**config.mk**
```make
export PLATFORM = sky130hd
export DESIGN_NAME = dfff_bank_flat
export DESIGN_NICKNAME = d
export VERILOG_FILES = /design/src/rtl/dfff_bank_if.sv /design/src/rtl/dfff_bank.sv /design/src/flat_wrapper.sv
export SDC_FILE = /design/constraint.sdc
export NUM_CORES = 1
export LEC_CHECK = 0
export ABC_AREA = 1
export CORE_MARGIN = 1.5
export CORE_UTILIZATION = 53
export CTS_BUF_LIST = sky130_fd_sc_hd__clkbuf_16
export DETAILED_ROUTE_END_ITERATION = 12
export GPL_TIMING_DRIVEN = 0
export PLACE_DENSITY = 0.87
export SKIP_CTS_REPAIR_TIMING = 1
export SYNTH_ARGS = -nofsm -noshare
export SYNTH_HDL_FRONTEND = slang
export SYNTH_SLANG_ARGS = --single-unit
```
**constraint.sdc**
```tcl
create_clock -name clk -period 3.55 [get_ports clk]
set_clock_uncertainty 0.1 [all_clocks]
set_input_delay 0.71 -clock clk [delete_from_list [all_inputs] [get_ports clk]]
set_output_delay 0.71 -clock clk [all_outputs]
set_load 0.01 [all_outputs]
```
**src/rtl/dfff_bank_if.sv**
```systemverilog
// dfff_bank_if: control/data bundle for the dfff_bank register array (par present when DFFF_BANK_PARITY_EN is defined)
interface dfff_bank_if #(
   parameter int WIDTH    = 8,
   parameter int CHANNELS = 4
);
   logic [CHANNELS-1:0]       en;
   logic [CHANNELS-1:0]       s;
   logic [CHANNELS-1:0]       c;
   logic [CHANNELS*WIDTH-1:0] d;
   logic [CHANNELS*WIDTH-1:0] q;
   logic [CHANNELS*WIDTH-1:0] qbar;
   logic [CHANNELS-1:0]       vld;
   logic [CHANNELS-1:0]       chg;
`ifdef DFFF_BANK_PARITY_EN
   logic [CHANNELS-1:0]       par;
   modport master (output en, s, c, d, input q, qbar, vld, chg, par);
   modport slave  (input en, s, c, d, output q, qbar, vld, chg, par);
`else
   modport master (output en, s, c, d, input q, qbar, vld, chg);
   modport slave  (input en, s, c, d, output q, qbar, vld, chg);
`endif
endinterface

```
**src/rtl/dfff_bank.sv**
```systemverilog
// dfff_bank: CHANNELS independent DEPTH-stage load-enabled delay lines with set/clear, fill tracking and change detect; optional parity output under DFFF_BANK_PARITY_EN
module dfff_bank #(
   parameter int                 WIDTH    = 8,
   parameter int                 CHANNELS = 4,
   parameter int                 DEPTH    = 2,
   parameter logic [WIDTH-1:0]   SET_VAL  = {WIDTH{1'b1}}
) (
   input logic         clk,
   input logic         r,
   dfff_bank_if.slave  bus
);
   localparam int               CW   = $clog2(DEPTH + 1);
   localparam logic [CW-1:0]    FULL = CW'(DEPTH);
   for (genvar k = 0; k < CHANNELS; k++) begin : g_ch
      logic [WIDTH-1:0] st [DEPTH];
      logic [CW-1:0]    cnt;
      logic [WIDTH-1:0] pq;
      logic [WIDTH-1:0] dk;
      assign dk = bus.d[k*WIDTH +: WIDTH];
      // stage and fill-count update; clear beats set beats load, reset beats all
      always_ff @(posedge clk) begin
         if (r || bus.c[k]) begin
            for (int i = 0; i < DEPTH; i++) st[i] <= '0;
            cnt <= '0;
         end else if (bus.s[k]) begin
            for (int i = 0; i < DEPTH; i++) st[i] <= SET_VAL;
            cnt <= FULL;
         end else if (bus.en[k]) begin
            st[0] <= dk;
            for (int i = 1; i < DEPTH; i++) st[i] <= st[i-1];
            cnt <= (cnt == FULL) ? cnt : cnt + 1'b1;
         end
      end
      // previous-edge copy of the last stage for change detect
      always_ff @(posedge clk) begin
         if (r) pq <= '0;
         else pq <= st[DEPTH-1];
      end
      assign bus.q[k*WIDTH +: WIDTH]    = st[DEPTH-1];
      assign bus.qbar[k*WIDTH +: WIDTH] = ~st[DEPTH-1];
      assign bus.vld[k] = (cnt == FULL);
      assign bus.chg[k] = (st[DEPTH-1] != pq);
`ifdef DFFF_BANK_PARITY_EN
      logic             pr;
      logic [WIDTH-1:0] nxt;
      // value the last stage takes on a load, so parity registers alongside it
      if (DEPTH == 1) begin : g_d1
         assign nxt = dk;
      end else begin : g_dn
         assign nxt = st[DEPTH-2];
      end
      // parity register tracking the last stage
      always_ff @(posedge clk) begin
         if (r || bus.c[k]) pr <= 1'b0;
         else if (bus.s[k]) pr <= ^SET_VAL;
         else if (bus.en[k]) pr <= ^nxt;
      end
      assign bus.par[k] = pr;
`endif
   end
endmodule

```
**src/flat_wrapper.sv**
```systemverilog
// flat-port wrapper written by rule: the top's interface ports become plain ports
module dfff_bank_flat 
#(
   parameter int                 WIDTH    = 8,
   parameter int                 CHANNELS = 4,
   parameter int                 DEPTH    = 2,
   parameter logic [WIDTH-1:0]   SET_VAL  = {WIDTH{1'b1}}
)
  (clk, r, bus_en, bus_s, bus_c, bus_d, bus_q, bus_qbar, bus_vld, bus_chg);
  dfff_bank_if #(.WIDTH(WIDTH), .CHANNELS(CHANNELS)) bus_i ();
  input logic clk;
  input logic r;
  input wire logic [$bits(bus_i.en)-1:0] bus_en;
  input wire logic [$bits(bus_i.s)-1:0] bus_s;
  input wire logic [$bits(bus_i.c)-1:0] bus_c;
  input wire logic [$bits(bus_i.d)-1:0] bus_d;
  output wire logic [$bits(bus_i.q)-1:0] bus_q;
  output wire logic [$bits(bus_i.qbar)-1:0] bus_qbar;
  output wire logic [$bits(bus_i.vld)-1:0] bus_vld;
  output wire logic [$bits(bus_i.chg)-1:0] bus_chg;
  assign bus_i.en = bus_en;
  assign bus_i.s = bus_s;
  assign bus_i.c = bus_c;
  assign bus_i.d = bus_d;
  assign bus_q = bus_i.q;
  assign bus_qbar = bus_i.qbar;
  assign bus_vld = bus_i.vld;
  assign bus_chg = bus_i.chg;
  dfff_bank #(.WIDTH(WIDTH), .CHANNELS(CHANNELS), .DEPTH(DEPTH), .SET_VAL(SET_VAL)) u_core (.clk(clk), .r(r), .bus(bus_i));
endmodule
```
==> flow_summary.json, run 1 <==
{
  "clock_latency_ns": 0.33,
  "rsz0062_at_grt": "no",
  "synth_nets": 550,
  "grt_usage_pct": 21.1,
  "slowest_delay_ns": 0.57,
  "postRouteWirelength_um": 9480,
  "cpMostUsedCell": "nand2_1",
  "final_cell_mix": "140 x nand2_1, 113 x clkdlybuf4s50_1, 64 x nand3_1, 64 x edfxtp_1, 57 x inv_1",
  "num_vias": 3592,
  "ys_types": 15,
  "setup_slack_ns": 0.793,
  "cts_tree": "done",
  "synthCells": 504,
  "drcViolationCount": 0,
  "period_minus_slack_ns": 2.76,
  "final_cells": 738,
  "hold_path.startpoint": "u_core.g_ch[0].cnt[0]$_SDFFE_PP0P_",
  "min_period_over_period_pct": 77.7,
  "grt_max_degree": 17,
  "die_w_um": 96.2,
  "die_h_um": 96.2,
  "ys_ff_latch": 104,
  "slew-limit-headroom_pct": 56.1,
  "critPathMaxFanout": 16,
  "syn-cell-area_sq_mm": 0.00460,
  "die-area_sq_mm": 0.00925,
  "leakage_uw": 0.00282,
  "p_per_area_mw_per_mm2": 451,
  "highest_layer": "met4",
  "overflow": 0,
  "post-place-ws_ns": 0.467,
  "crit_chain": "clkdlybuf4s50_1 -> nor3_2 -> buf_4 -> nand2_1 -> nand2_1",
  "cts_buffers": 9,
  "drtPass1Iterations": 4,
  "seq_area_frac_synth_pct": 59.2,
  "syn_avg_cell_area_sq_um": 9.13,
  "cts_buffer_depth": 2,
  "rr_startpoint": "u_core.g_ch[2].cnt[0]$_SDFFE_PP0P_",
  "mostFrequentLayoutCell": "nand2_1",
  "cp.required_ns": 3.41,
  "drive_gt1_share_pct": 9.32,
  "critPathSlowestCell": "nor3_2",
  "route.met2.wl_um": 4840,
  "drv_cap": 0,
  "cts.reportedPaths.clkPinSlew_ns": 0.07,
  "grt_pass1_vias": 3421,
  "fin_nets": 674,
  "cts-root-buf": "clkbuf_16",
  "routedWlPerCell_um": 12.8,
  "critPathLaunchType": "input pin",
  "holdWs_ns": 0.423,
  "drt-initial-drc-count": 118,
  "ant_nets": 0,
  "critPathTopFamily": "simple AND/OR/NAND/NOR gates",
  "clock_sinks": 104,
  "cp_num_buf_inv": 2,
  "synthToLayoutAreaGrowth_pct": 33.9,
  "path_class": "input pin to flop",
  "startpoint": "r",
  "status": "complete, no violations",
  "htree_levels": 3,
  "wl_met3_um": 624,
  "core_region_area_sq_mm": 0.00830,
  "grt_pass1_wl_um": 14800,
  "antenna_found_initial": 0,
  "initial_utilization_pct": 55.4,
  "wl_met1_um": 3870,
  "ys_warn_count": 0,
  "fin_setup_tns_ns": 0,
  "via_per_inst": 4.87,
  "end_kind": "flop",
  "dpl.hpwl_um": 6980,
  "vdd_drop_max_mv": 0.229,
  "place_inst": 722,
  "ios": 118,
  "diodes": 0,
  "finalMaxSlewViolations": 0,
  "postLayoutCellArea_sq_mm": 0.00616,
  "fp-row-count": 33,
  "placed_cell_area_sq_mm": 0.00586,
  "port_buffers": 113,
  "finalHoldViolCount": 0,
  "worstMarginPinSlew_ns": 0.657,
  "gp_congestion": 0.806,
  "hold_path_class": "flop to flop",
  "critPathArrivalTime_ns": 2.62,
  "timing.fmax_mhz": 363,
  "finalSetupViolations": 0
}
registers in the layout (all words and copies together) (netlist names):
register         count
u_core.g_ch.st      64
u_core.g_ch.pq      32
u_core.g_ch.cnt      8
synthesized netlist by cell type:
master    instances  share of area (%)
or2_2             2               0.27
nand3_1          64                7.0
o21ai_0           4               0.44
edfxtp_1         64                 42
dfxtp_1          40                 17
buf_4            37                6.0
xnor2_1          20                3.8
a21oi_1           8               0.87
nand2_1         140                 11
clkbuf_1         11               0.90
nor3_4            1               0.35
buf_2             4               0.44
inv_1            54                4.4
nor2_1           52                4.2
nor3_2            3               0.65
worst register-to-register path: stages (launching register included):
cell     delay [ns]
dfxtp_1        0.36
nand2_1        0.10
a21oi_1        0.17
o21ai_0        0.10
nand2_1        0.07
inv_1          0.03
cell families (layout without fill, tap and decap cells):
| group | after synthesis | count (layout) | share of synthesized area, % |
|---|---|---|---|
| AND/OR/NAND/NOR | 262 | 262 | 23.9 |
| flip-flops | 104 | 104 | 59.2 |
| AO/OA/AOI/OAI | 12 | 12 | 1.31 |
| XOR/XNOR | 20 | 20 | 3.81 |
| buffers and inverters | 106 | 235 | 11.8 |
metal layers:
layer  vias to the layer above  track usage (%)
met4                         0             6.74
met5                         -                0
met3                        13             5.77
met1                      1640             24.7
li1                       1820                -
met2                       119             37.4
through the flow:
stage / power (uW) / util (%)
after floorplan: 1630 / -
after global placement: 1830 / 70.6
after detailed placement: 1840 / 70.6
after CTS: 2790 / 74.2
after global routing: 2880 / 74.2
final: 2780 / 74.2
cell type report:
| type | count | area, sq um |
|---|---|---|
| sequential | 104 | 2720 |
| fill | 568 | 2140 |
| multi-input combinational | 294 | 1340 |
| timing repair buffer | 113 | 1130 |
| buffer | 52 | 339 |
| clock buffer | 11 | 275 |
| inverter | 54 | 203 |
| tap | 105 | 131 |
| clock inverter | 5 | 21.3 |
worst paths after layout:
check	to	slack, ns	depth (start not counted)
max	u_core.g_ch[2].st[0][14]$_DFFE_PP_	0.79	5
min	u_core.g_ch[0].cnt[0]$_SDFFE_PP0P_	0.42	2
max reg2reg	u_core.g_ch[2].cnt[1]$_SDFFE_PP0P_	2.54	5
min reg2reg	u_core.g_ch[0].cnt[0]$_SDFFE_PP0P_	0.42	2
report_power, final:
part           internal [uW]  switching (uW)
combinational            226             185
sequential              1360            43.7
clock                    552             407
total                   2140             635
(Power assumes the default switching activity.)
==> run 2, diff against run 1 <==
Settings changed: CORE_UTILIZATION 53 to 44, PLACE_DENSITY 0.87 to 0.77.
Clock period 3.55 ns to 2.3 ns, I/O delays scaled along.
==> run 2 against run 1 <==
  * Global-route usage down 4.7 points
  * Worst hold slack lost 0.0069 ns
  * Cell area grew 1.2%
  * Clock-buffer cell count decreased by 2
  * Critical path type unchanged
  * Largest cell class unchanged
  * Largest power group unchanged
  * Highest routed layer unchanged
==> flow_summary.json, run 2 (same netlist as run 1, synthesis figures left out) <==
{
  "fp-row-count": 37,
  "intPower_uw": 3290,
  "overflow": 0,
  "p_seq_share_pct": 50.6,
  "ant_nets": 0,
  "diodes": 0,
  "die_w_um": 105,
  "min_period_over_period_pct": 98.1,
  "period_minus_slack_ns": 2.26,
  "grt_pass1_vias": 3346,
  "grt_usage_pct": 16.4,
  "slew-limit-headroom_pct": 61.7,
  "port_buffers": 113,
  "regMostFlops": "u_core.g_ch.st",
  "fillers": 856,
  "leakage_uw": 0.00284,
  "critPathMaxFanout": 16,
  "finalSetupViolations": 0,
  "drtPass1Iterations": 4,
  "postLayoutCellArea_sq_mm": 0.00623,
  "core_region_area_sq_mm": 0.0102,
  "via_per_inst": 4.58,
  "ios": 118,
  "pwr-share-comb_pct": 14.9,
  "drive_gt1_share_pct": 11.0,
  "p_per_area_mw_per_mm2": 687,
  "synthToLayoutAreaGrowth_pct": 35.5,
  "drcViolationCount": 0,
  "timing.fmax_mhz": 443,
  "finalHoldViolCount": 0,
  "cts.reportedPaths.clkPinSlew_ns": 0.06,
  "antenna_found_initial": 0,
  "die-area_sq_mm": 0.0111,
  "num_vias": 3538,
  "clkPwrFrac_pct": 34.5,
  "dpl.hpwl_um": 6790,
  "cp.required_ns": 2.20,
  "placed_cell_area_sq_mm": 0.00590,
  "largest_reg_flops": 64,
  "final_cell_mix": "138 x nand2_1, 111 x clkdlybuf4s50_1, 64 x nand3_1, 64 x edfxtp_1, 53 x inv_1",
  "postRouteWirelength_um": 8900,
  "grt_max_degree": 18,
  "rsz0062_at_grt": "yes",
  "post-place-ws_ns": -0.520,
  "reg_top3": "u_core.g_ch.st: 64 flops, u_core.g_ch.pq: 32 flops, u_core.g_ch.cnt: 8 flops",
  "fin_nets": 678,
  "routedWlPerCell_um": 11.5,
  "clock_latency_ns": 0.34,
  "gp_congestion": 0.809,
  "hold_path_class": "flop to flop",
  "end_kind": "flop",
  "multi_input_area_sq_mm": 0.00134,
  "path_class": "input pin to flop",
  "power.total_uw": 4280,
  "critPathLaunchType": "input pin",
  "cts_buffers": 9,
  "drt-initial-drc-count": 100,
  "status": "complete, no violations",
  "die_h_um": 105,
  "clock_sinks": 104,
  "cts_buffer_depth": 2,
  "initial_utilization_pct": 45.0,
  "cts_tree": "done",
  "holdWs_ns": 0.416,
  "mostFrequentLayoutCell": "nand2_1",
  "finalMaxSlewViolations": 0,
  "vdd_drop_max_mv": 0.434,
  "htree_levels": 3,
  "seqCellArea_sq_mm": 0.00272,
  "worstMarginPinSlew_ns": 0.572,
  "power.share.switching_pct": 23.1,
  "drv_cap": 0,
  "critPathArrivalTime_ns": 2.15,
  "p_switching_uw": 987,
  "cts-root-buf": "clkbuf_16",
  "grt_pass1_wl_um": 14600,
  "setup_slack_ns": 0.0448
}
run 2: changes by cell type in the layout (fill, tap and decap cells not counted), sizes merged:
cell,before,now
clkbuf,22,20
dlymetal6s2s,0,2
clkdlybuf4s50,113,111
clkinvlp,0,1
buf,41,45
bufinv,0,1
run 2: final timing paths:
check,cells past startpoint,slack (ns),end,from
setup / recovery,5,0.04,u_core.g_ch[3].st[0][15]$_DFFE_PP_,r
hold / removal,2,0.42,u_core.g_ch[1].cnt[0]$_SDFFE_PP0P_,u_core.g_ch[1].cnt[0]$_SDFFE_PP0P_
setup reg to reg,5,1.29,u_core.g_ch[3].cnt[1]$_SDFFE_PP0P_,u_core.g_ch[3].cnt[0]$_SDFFE_PP0P_
hold reg to reg,2,0.42,u_core.g_ch[1].cnt[0]$_SDFFE_PP0P_,u_core.g_ch[1].cnt[0]$_SDFFE_PP0P_
run 2: area by class of cell:
type	count	share of cell area, %
inverters	54	3.25
plain buffers	52	5.44
repair buffers	117	18.7
well taps	136	2.73
multi-input cells	294	21.5
clock buffers	9	3.61
flip-flops and latches	104	43.7
clock inverters	7	1.06
run 2: metal layers:
| layer | vias up | share of wire [%] | wire [um] | GRT usage, % |
|---|---|---|---|---|
| li1 | 1828 | - | - | - |
| met1 | 1605 | 40 | 3580 | 18.0 |
| met2 | 90 | 53 | 4690 | 30.6 |
| met3 | 15 | 4.9 | 438 | 3.28 |
| met4 | 0 | 2.1 | 189 | 6.75 |
| met5 | - | 0 | 0 | 0 |
run 2: power by group through the flow:
stage / registers (uW) / logic [uW] / clock network, uW
after floorplan: 2190 / 326 / 0
final: 2170 / 636 / 1480
after CTS: 2170 / 637 / 1510
after detailed placement: 2210 / 635 / 0
after global routing: 2180 / 700 / 1580
after global placement: 2200 / 618 / 0
run 2: critical path: stages:
cell             delay, ns
clkdlybuf4s50_1       0.50
nor3_2                0.54
buf_4                 0.27
nand2_1               0.08
nand2_2               0.31
run 2: metrics by stage:
step / TNS (ns) / cells / utilization (%)
floorplan: 0 / 504 / -
global placement: -19.01 / 753 / 57.7
detailed placement: -21.18 / 753 / 57.7
CTS: -4.85 / 769 / 60.5
global route: -2.45 / 773 / 60.9
finish: 0 / 773 / 60.9
==> run 3, diff against run 2 <==
Settings changed: GPL_ROUTABILITY_DRIVEN set to 0, RECOVER_POWER set to 25.
==> results of run 3 <==
The final DEF is identical to that of run 2; final timing and power are the same.
